===== src/rtl/alu_pkg.sv =====
// Shared types for the ALU select sweep sequencer.
// Op codes, op count and sequencer state encoding.
package alu_pkg;

    localparam int NUM_OPS = 7;

    localparam logic [2:0] OP_0 = 3'd0;
    localparam logic [2:0] OP_1 = 3'd1;
    localparam logic [2:0] OP_2 = 3'd2;
    localparam logic [2:0] OP_3 = 3'd3;
    localparam logic [2:0] OP_4 = 3'd4;
    localparam logic [2:0] OP_5 = 3'd5;
    localparam logic [2:0] OP_6 = 3'd6;

    typedef enum logic [2:0] {
        S_IDLE   = 3'd0,
        S_ISSUE  = 3'd1,
        S_SETTLE = 3'd2,
        S_OUTPUT = 3'd3,
        S_DONE   = 3'd4
    } state_t;

endpackage


===== src/rtl/alu_op_pick.sv =====
// Lowest-set-bit priority encoder over the pending op mask.
// Returns the op code to issue next and whether any op remains.
module alu_op_pick
    import alu_pkg::*;
(
    input  logic [NUM_OPS-1:0] mask,
    output logic [2:0]         code,
    output logic               any
);

    // scan high to low so the lowest set bit wins
    always_comb begin
        code = OP_0;
        any  = |mask;
        for (int k = NUM_OPS - 1; k >= 0; k--) begin
            if (mask[k]) code = 3'(k);
        end
    end

endmodule


===== src/rtl/alu_sweep_sequencer.sv =====
// Drives selected ALU op codes in ascending order and
// streams each captured result out with its op code.
module alu_sweep_sequencer
    import alu_pkg::*;
#(
    parameter int WIDTH         = 32,
    parameter int SETTLE_CYCLES = 1
) (
    input  logic             clk,
    input  logic             rst_n,
    input  logic             start,
    input  logic [WIDTH-1:0] a_in,
    input  logic [WIDTH-1:0] b_in,
    input  logic [6:0]       op_mask,
    output logic [WIDTH-1:0] alu_a,
    output logic [WIDTH-1:0] alu_b,
    output logic             alu_s0,
    output logic             alu_s1,
    output logic             alu_s2,
    input  logic [WIDTH-1:0] alu_result,
    output logic             res_valid,
    input  logic             res_ready,
    output logic [WIDTH-1:0] res_data,
    output logic [2:0]       res_op,
    output logic             busy,
    output logic             done
);

    localparam int CW = (SETTLE_CYCLES < 2) ? 1
                      : $clog2(SETTLE_CYCLES + 1);

    state_t             state;
    state_t             nxt;
    logic [NUM_OPS-1:0] pend;
    logic [NUM_OPS-1:0] onehot;
    logic [2:0]         sel;
    logic [2:0]         pick_code;
    logic               pick_any;
    logic [CW-1:0]      cnt;
    logic               hs;
    logic               more;
    logic               last;

    alu_op_pick u_pick (
        .mask (pend),
        .code (pick_code),
        .any  (pick_any)
    );

    assign hs     = res_valid && res_ready;
    assign onehot = {{(NUM_OPS-1){1'b0}}, 1'b1} << sel;
    assign more   = |(pend & ~onehot);
    assign last   = (cnt == CW'(1));

    assign {alu_s0, alu_s1, alu_s2} = sel;
    assign busy = (state != S_IDLE);
    assign done = (state == S_DONE);

    // state register
    always_ff @(posedge clk or negedge rst_n) begin
        if (!rst_n) state <= S_IDLE;
        else        state <= nxt;
    end

    // next-state decode
    always_comb begin
        nxt = state;
        unique case (state)
            S_IDLE: begin
                if (start) begin
                    nxt = (op_mask != '0) ? S_ISSUE : S_DONE;
                end
            end
            S_ISSUE:  nxt = pick_any ? S_SETTLE : S_DONE;
            S_SETTLE: if (last) nxt = S_OUTPUT;
            S_OUTPUT: begin
                if (hs) nxt = more ? S_ISSUE : S_DONE;
            end
            S_DONE:   nxt = S_IDLE;
            default:  nxt = S_IDLE;
        endcase
    end

    // operands, pending mask, selects, counter, result
    always_ff @(posedge clk or negedge rst_n) begin
        if (!rst_n) begin
            alu_a     <= '0;
            alu_b     <= '0;
            pend      <= '0;
            sel       <= '0;
            cnt       <= '0;
            res_op    <= '0;
            res_data  <= '0;
            res_valid <= 1'b0;
        end else begin
            unique case (state)
                S_IDLE: begin
                    if (start && op_mask != '0) begin
                        alu_a <= a_in;
                        alu_b <= b_in;
                        pend  <= op_mask;
                    end
                end
                S_ISSUE: begin
                    sel    <= pick_code;
                    res_op <= pick_code;
                    cnt    <= CW'(SETTLE_CYCLES);
                end
                S_SETTLE: begin
                    if (last) begin
                        res_data  <= alu_result;
                        res_valid <= 1'b1;
                    end else begin
                        cnt <= cnt - CW'(1);
                    end
                end
                S_OUTPUT: begin
                    if (hs) begin
                        pend      <= pend & ~onehot;
                        res_valid <= 1'b0;
                    end
                end
                default: ;
            endcase
        end
    end

endmodule

===== config.mk =====
export PLATFORM = sky130hd
export DESIGN_NAME = alu_sweep_sequencer
export DESIGN_NICKNAME = d
export VERILOG_FILES = /design/src/rtl/alu_pkg.sv /design/src/rtl/alu_op_pick.sv /design/src/rtl/alu_sweep_sequencer.sv
export SDC_FILE = /design/constraint.sdc
export NUM_CORES = 1
export LEC_CHECK = 0
export ABC_AREA = 1
export CAP_MARGIN = 20
export CORE_MARGIN = 3
export CORE_UTILIZATION = 43
export CTS_BUF_LIST = sky130_fd_sc_hd__clkbuf_4
export CTS_CLUSTER_DIAMETER = 150
export CTS_CLUSTER_SIZE = 28
export DETAILED_ROUTE_END_ITERATION = 16
export PLACE_DENSITY = 0.82
export SKIP_CTS_REPAIR_TIMING = 1
export SLEW_MARGIN = 20
export SYNTH_ARGS = -nofsm -noshare
export SYNTH_HDL_FRONTEND = slang
export SYNTH_SLANG_ARGS = --single-unit

===== constraint.sdc =====
create_clock -name clk -period 1.53 [get_ports clk]
set_input_delay 0.306 -clock clk [delete_from_list [all_inputs] [get_ports clk]]
set_output_delay 0.306 -clock clk [all_outputs]
set_load 0.01 [all_outputs]

==> impl_metrics.json, run 1 <==
{
  "path_max_fanout": 3,
  "hpwl_um": 9180,
  "required_ps": 1220,
  "die_w_um": 111,
  "num_io_pins": 212,
  "synthesis.area_sq_um": 4740,
  "grt_use_total": 0.193,
  "ys_warn_count": 0,
  "worst_ep_arrival_time_ps": 1430,
  "drv_slew": 0,
  "finalNetCount": 856,
  "path_clk_slew_ps": 180,
  "initialDrtViolationCount": 222,
  "cts_buffer_depth": 2,
  "rr_worst_depth": 8,
  "slew_headroom": 0.745,
  "initial_core_util": 0.451,
  "ys_top_cells_by_area": "dfrtp_1 (59%), mux2_4 (9.2%), nand2_1 (8.4%), o21ai_0 (6.9%), inv_1 (6.3%)",
  "insertion_delay_ps": 440,
  "die_area_sq_um": 12300,
  "cp-start-kind": "flip-flop",
  "antenna_cells": 0,
  "worstReg2RegEnd": "alu_a[20]$_DFFE_PN0P_",
  "drc": 0,
  "max_freq_mhz": 576,
  "worst_slack_ps": -207,
  "synth_top_area_frac": 0.586,
  "cts-buffers-inserted": 9,
  "reg2reg_from": "state[0]$_DFFE_PN0P_",
  "hold_class": "input port to asynchronous set/reset pin",
  "rsz0062_at_grt": "true",
  "final_cells": 889,
  "power_density_nw_per_um2": 1950,
  "cts_tree": "done",
  "finalWeightedCongestion": 0.897,
  "syn_inst": 475,
  "ys_seq_area_frac": 0.586,
  "dr.pass1.iters": 4,
  "cts.sinks": 111,
  "drive_gt1_frac": 0.263,
  "hold_violations": 0,
  "syn2layout_area_growth_pct": 77.2,
  "path_class": "flip-flop to primary output",
  "n_fill_cell": 603,
  "viasPerCell": 4.94,
  "ir_drop_mv": 0.945,
  "p_leak_nw": 5.12,
  "worst_slew_pin_slew_ps": 378,
  "cts-root-buf": "clkbuf_4",
  "layout_commonest_cell": "dfrtp_1",
  "grt_max_degree": 61,
  "period_needed_ps": 1740,
  "postRouteAntennaNets": 0,
  "antenna_found_initial": 0,
  "setup_viol": 59,
  "violations": "negative setup slack",
  "synth-seq-cells": 111,
  "r2r_slack_ps": -90,
  "clock_skew_ps": 27.3,
  "max_cap_violations": 0,
  "status": "finished, violations left",
  "io_buffers": 211,
  "layout_common_cells": "dfrtp_1 (108), clkdlybuf4s50_1 (105), dlymetal6s2s_1 (103)",
  "htree_levels": 3,
  "fp.dieH_um": 111,
  "yosysUniqueCellTypes": 25,
  "fin_tns_setup_ps": -2260,
  "gr-total-overflow": 0,
  "dp.cells": 816,
  "rows": 37,
  "endpoint_kind": "primary output",
  "netlist.top_cell.by_area": "dfrtp_1",
  "route.vias.total": 4395,
  "grt_pass1_wl_um": 19600,
  "avgRoutedWirePerCell_um": 17.5,
  "min_period_over_period": 1.14,
  "grt_pass1_vias": 4012,
  "design.core.area_sq_um": 10500,
  "syn_nets": 582,
  "drt_wl_total_um": 15600,
  "syn_area_per_cell_sq_um": 9.97
}
==> metrics by stage <==
stage	area (sq um)	worst slack, ps	hold slack, ps	total power, mW	utilization
6_report	8390	-207	234	16.4	0.799
4_1_cts	7210	-512	-331	14.2	0.686
3_5_place_dp	7090	-271	177	12.8	0.674
2_1_floorplan	4740	128	10.4	8.85	-
3_3_place_gp	7090	-156	174	12.5	0.674
5_1_grt	8390	-284	226	17.3	0.799
==> synthesized netlist by cell type <==
| cell | n |
|---|---|
| nor3_4 | 1 |
| nand4_1 | 1 |
| buf_2 | 10 |
| o21ai_1 | 19 |
| inv_1 | 80 |
| nand2_4 | 2 |
| mux2_2 | 3 |
| inv_2 | 1 |
| buf_4 | 3 |
| mux2_4 | 29 |
| nor3_2 | 1 |
| nand2_1 | 106 |
| dfrtp_1 | 111 |
| buf_6 | 4 |
| nor2_1 | 12 |
| o21ai_0 | 65 |
| clkbuf_1 | 5 |
| nand3b_1 | 1 |
| and2_1 | 1 |
| nand3_1 | 10 |
| o22ai_1 | 1 |
| o21ai_2 | 1 |
| nor2_4 | 2 |
| nor3_1 | 2 |
| a21oi_1 | 4 |
==> worst max-delay path by stage <==
| stage | from | endpoint | slack, ps |
|---|---|---|---|
| CTS | state[0]$_DFFE_PN0P_ | busy | -510 |
| detailed placement | op_mask[5] | pend[4]$_DFFE_PN0P_ | -270 |
| floorplan | state[2]$_DFFE_PN0P_ | res_data[10]$_DFFE_PN0P_ | 130 |
| global route | state[1]$_DFFE_PN0P_ | done | -280 |
| global placement | op_mask[5] | pend[2]$_DFFE_PN0P_ | -160 |
| finish | state[1]$_DFFE_PN0P_ | done | -210 |
==> kinds of logic (layout without fill, tap and decap cells) <==
family / after synthesis / in the layout / synth area share
and+or+nand+nor: 139 / 139 / 0.125
DFF: 111 / 111 / 0.586
buffers and inverters: 103 / 381 / 0.0930
AOI/OAI and AO/OA: 90 / 90 / 0.0961
muxes: 32 / 32 / 0.0990
==> critical path, stage by stage, from the launching register on <==
cell	delay, ps
dfrtp_1	440
buf_4	140
nor3_1	190
dlymetal6s2s_1	230
==> cell type report <==
class                   count  area [sq um]  area share
repair buffers            285          3230       0.385
flip-flops and latches    111          2780       0.331
multi-input cells         261          1790       0.213
inverters                  81           307      0.0365
well taps                 136           170      0.0203
clock buffers              10          75.1     0.00894
clock inverters             5          43.8     0.00522
==> state kept, by name, summed over array words and instances (netlist names) <==
| register | flops |
|---|---|
| alu_b | 32 |
| cnt | 1 |
| alu_a | 32 |
| res_valid | 1 |
| pend | 7 |
| state | 3 |
| res_data | 32 |
| sel | 3 |
==> power breakdown <==
group	total, mW	internal (mW)	switching [mW]	leakage (nW)
combinational	9.73	5.47	4.25	3.70
sequential	5.28	4.33	0.952	1.35
clock	1.37	0.366	1.00	0.0610
==> layer usage <==
metal / global-route usage / wire [um] / up-vias
li1: - / - / 2039
met1: 0.225 / 5770 / 2135
met2: 0.345 / 8510 / 199
met3: 0.0584 / 1030 / 22
met4: 0.0517 / 257 / 0
met5: 0 / 0 / -
Power figures use the tool's default switching activity.
==> run 2: changes to the inputs <==
- CTS_CLUSTER_SIZE: 28 -> unset
==> results of run 2 <==
Same layout as run 1: the final DEF is identical, and so are final timing and power.
==> run 3: changes to the inputs <==
--- a/config.mk
+++ b/config.mk
@@ -16,3 +16,2 @@
 export SKIP_CTS_REPAIR_TIMING = 1
-export SLEW_MARGIN = 20
 export SYNTH_ARGS = -nofsm -noshare
--- a/constraint.sdc
+++ b/constraint.sdc
@@ -3,2 +3,2 @@
 set_output_delay 0.306 -clock clk [all_outputs]
-set_load 0.01 [all_outputs]
+set_load 0.05 [all_outputs]
==> run 3 against run 2 <==
  * The flow still finishes with violations (negative setup slack)
  * Critical path depth unchanged
  * Largest cell class unchanged
  * Sequential share of layout area is 1.7 points lower
  * Register-to-register slack lost 90 ps
  * Critical endpoint is now busy
  * Setup slack gained 4.2 ps
  * Critical path type unchanged
  * First-iteration DRC count down 21%
==> impl_metrics.json, run 3 (same netlist as run 1, synthesis figures left out) <==
{
  "status": "finished, violations left",
  "violations": "negative setup slack",
  "critPathMaxStageDelay_ps": 470,
  "initial_core_util": 0.451,
  "worstReg2RegEnd": "res_data[5]$_DFFE_PN0P_",
  "setup_viol": 63,
  "finalWeightedCongestion": 0.909,
  "endpoint_kind": "primary output",
  "place_ws_ps": -303,
  "layout_commonest_cell": "buf_12",
  "initialDrtViolationCount": 176,
  "die_area_sq_um": 12300,
  "num_io_pins": 212,
  "viasPerCell": 5.00,
  "dr.pass1.iters": 4,
  "route.vias.total": 4284,
  "p_total_mw": 23.4,
  "rsz0062_at_grt": "true",
  "rr_worst_depth": 7,
  "cts-root-buf": "clkbuf_4",
  "drt_wl_total_um": 15600,
  "avgRoutedWirePerCell_um": 18.2,
  "design.core.area_sq_um": 10500,
  "antenna_cells": 0,
  "postRouteAntennaNets": 0,
  "slew_headroom": 0.759,
  "period_needed_ps": 1730,
  "cts-buffers-inserted": 9,
  "min_period_over_period": 1.13,
  "io_buffers": 211,
  "max_cap_violations": 0,
  "drive_gt1_frac": 0.336,
  "hold_violations": 0,
  "path_max_fanout": 4,
  "htree_levels": 3,
  "grt_pass1_vias": 4359,
  "cts_tree": "done",
  "die_w_um": 111,
  "ir_drop_mv": 1.49,
  "finalNetCount": 823,
  "crit_chain": "nor3_4 -> inv_2 -> buf_6",
  "slowest_stage": "dfrtp_2",
  "power_density_nw_per_um2": 2640,
  "reg2reg_from": "state[1]$_DFFE_PN0P_",
  "grt_pass1_wl_um": 22100,
  "r2r_slack_ps": -180,
  "syn2layout_area_growth_pct": 86.9,
  "clock_skew_ps": 15.4,
  "drv_slew": 0,
  "cts.sinks": 111,
  "cts_buffer_depth": 2,
  "worst_ep_arrival_time_ps": 1430,
  "grt_use_total": 0.224,
  "p_leak_nw": 4.29,
  "layout_common_cells": "buf_12 (109), dfrtp_1 (107), clkdlybuf4s50_1 (105)",
  "fp.dieH_um": 111,
  "reg_top3": "alu_a x32, alu_b x32, res_data x32",
  "path_class": "flip-flop to primary output",
  "antenna_found_initial": 0,
  "required_ps": 1220,
  "hpwl_um": 10600,
  "insertion_delay_ps": 460,
  "hold_class": "input port to asynchronous set/reset pin",
  "gr-total-overflow": 0,
  "worst_slew_pin_slew_ps": 362,
  "worst_slack_ps": -203,
  "max_freq_mhz": 577,
  "cp-start-kind": "flip-flop",
  "grt_max_degree": 73,
  "path_clk_slew_ps": 160,
  "drc": 0,
  "rows": 37
}
## run 3: cell type report
type                    count  area (sq um)
fillers                   515          1660
inverters                  81           304
multi-input cells         261          1720
flip-flops and latches    111          2780
repair buffers            252          3750
clock inverters             6          61.3
clock buffers               9          67.6
well taps                 136           170
## run 3: layer usage
metal  routed length [um]  global-route usage  vias up  share of wire
li1                     -                   -     1971              -
met1                 5370               0.234     2062           0.34
met2                 8630               0.416      212           0.55
met3                 1120              0.0770       39          0.072
met4                  486              0.0796        0          0.031
met5                    0                   0        -              0
## run 3: power by group
part,switching [mW],internal (mW)
Combinational,8.04,7.86
Clock,0.941,0.486
Sequential,1.73,4.34
Total,10.7,12.7
## run 3: critical path: cells and delay by family (launching register included)
family | cells | cell delay [ps]
buf+inv | 2 | 260
simple gates | 1 | 250
flops | 1 | 470
## run 3: stage by stage
| step | instance area (sq um) | util | hold WS, ps | TNS [ps] | std cells |
|---|---|---|---|---|---|
| finish | 8850 | 0.842 | 344 | -5960 | 856 |
| global route | 8850 | 0.842 | 331 | -11690 | 856 |
| CTS | 8260 | 0.786 | -208 | -893 | 831 |
| detailed placement | 8130 | 0.774 | 312 | -16820 | 816 |
| global placement | 8130 | 0.774 | 315 | -12340 | 816 |
| floorplan | 4740 | - | 10.4 | 0 | 475 |
## run 3: how the worst max path moves through the flow
| stage | cells past startpoint | to | from | slack (ps) |
|---|---|---|---|---|
| after CTS | 3 | busy | state[0]$_DFFE_PN0P_ | -420 |
| after floorplan | 2 | done | state[2]$_DFFE_PN0P_ | 80 |
| after global placement | 6 | alu_b[31]$_DFFE_PN0P_ | op_mask[3] | -200 |
| after global routing | 3 | done | state[1]$_DFFE_PN0P_ | -280 |
| final | 3 | busy | state[2]$_DFFE_PN0P_ | -200 |
| after detailed placement | 6 | alu_a[18]$_DFFE_PN0P_ | op_mask[3] | -300 |
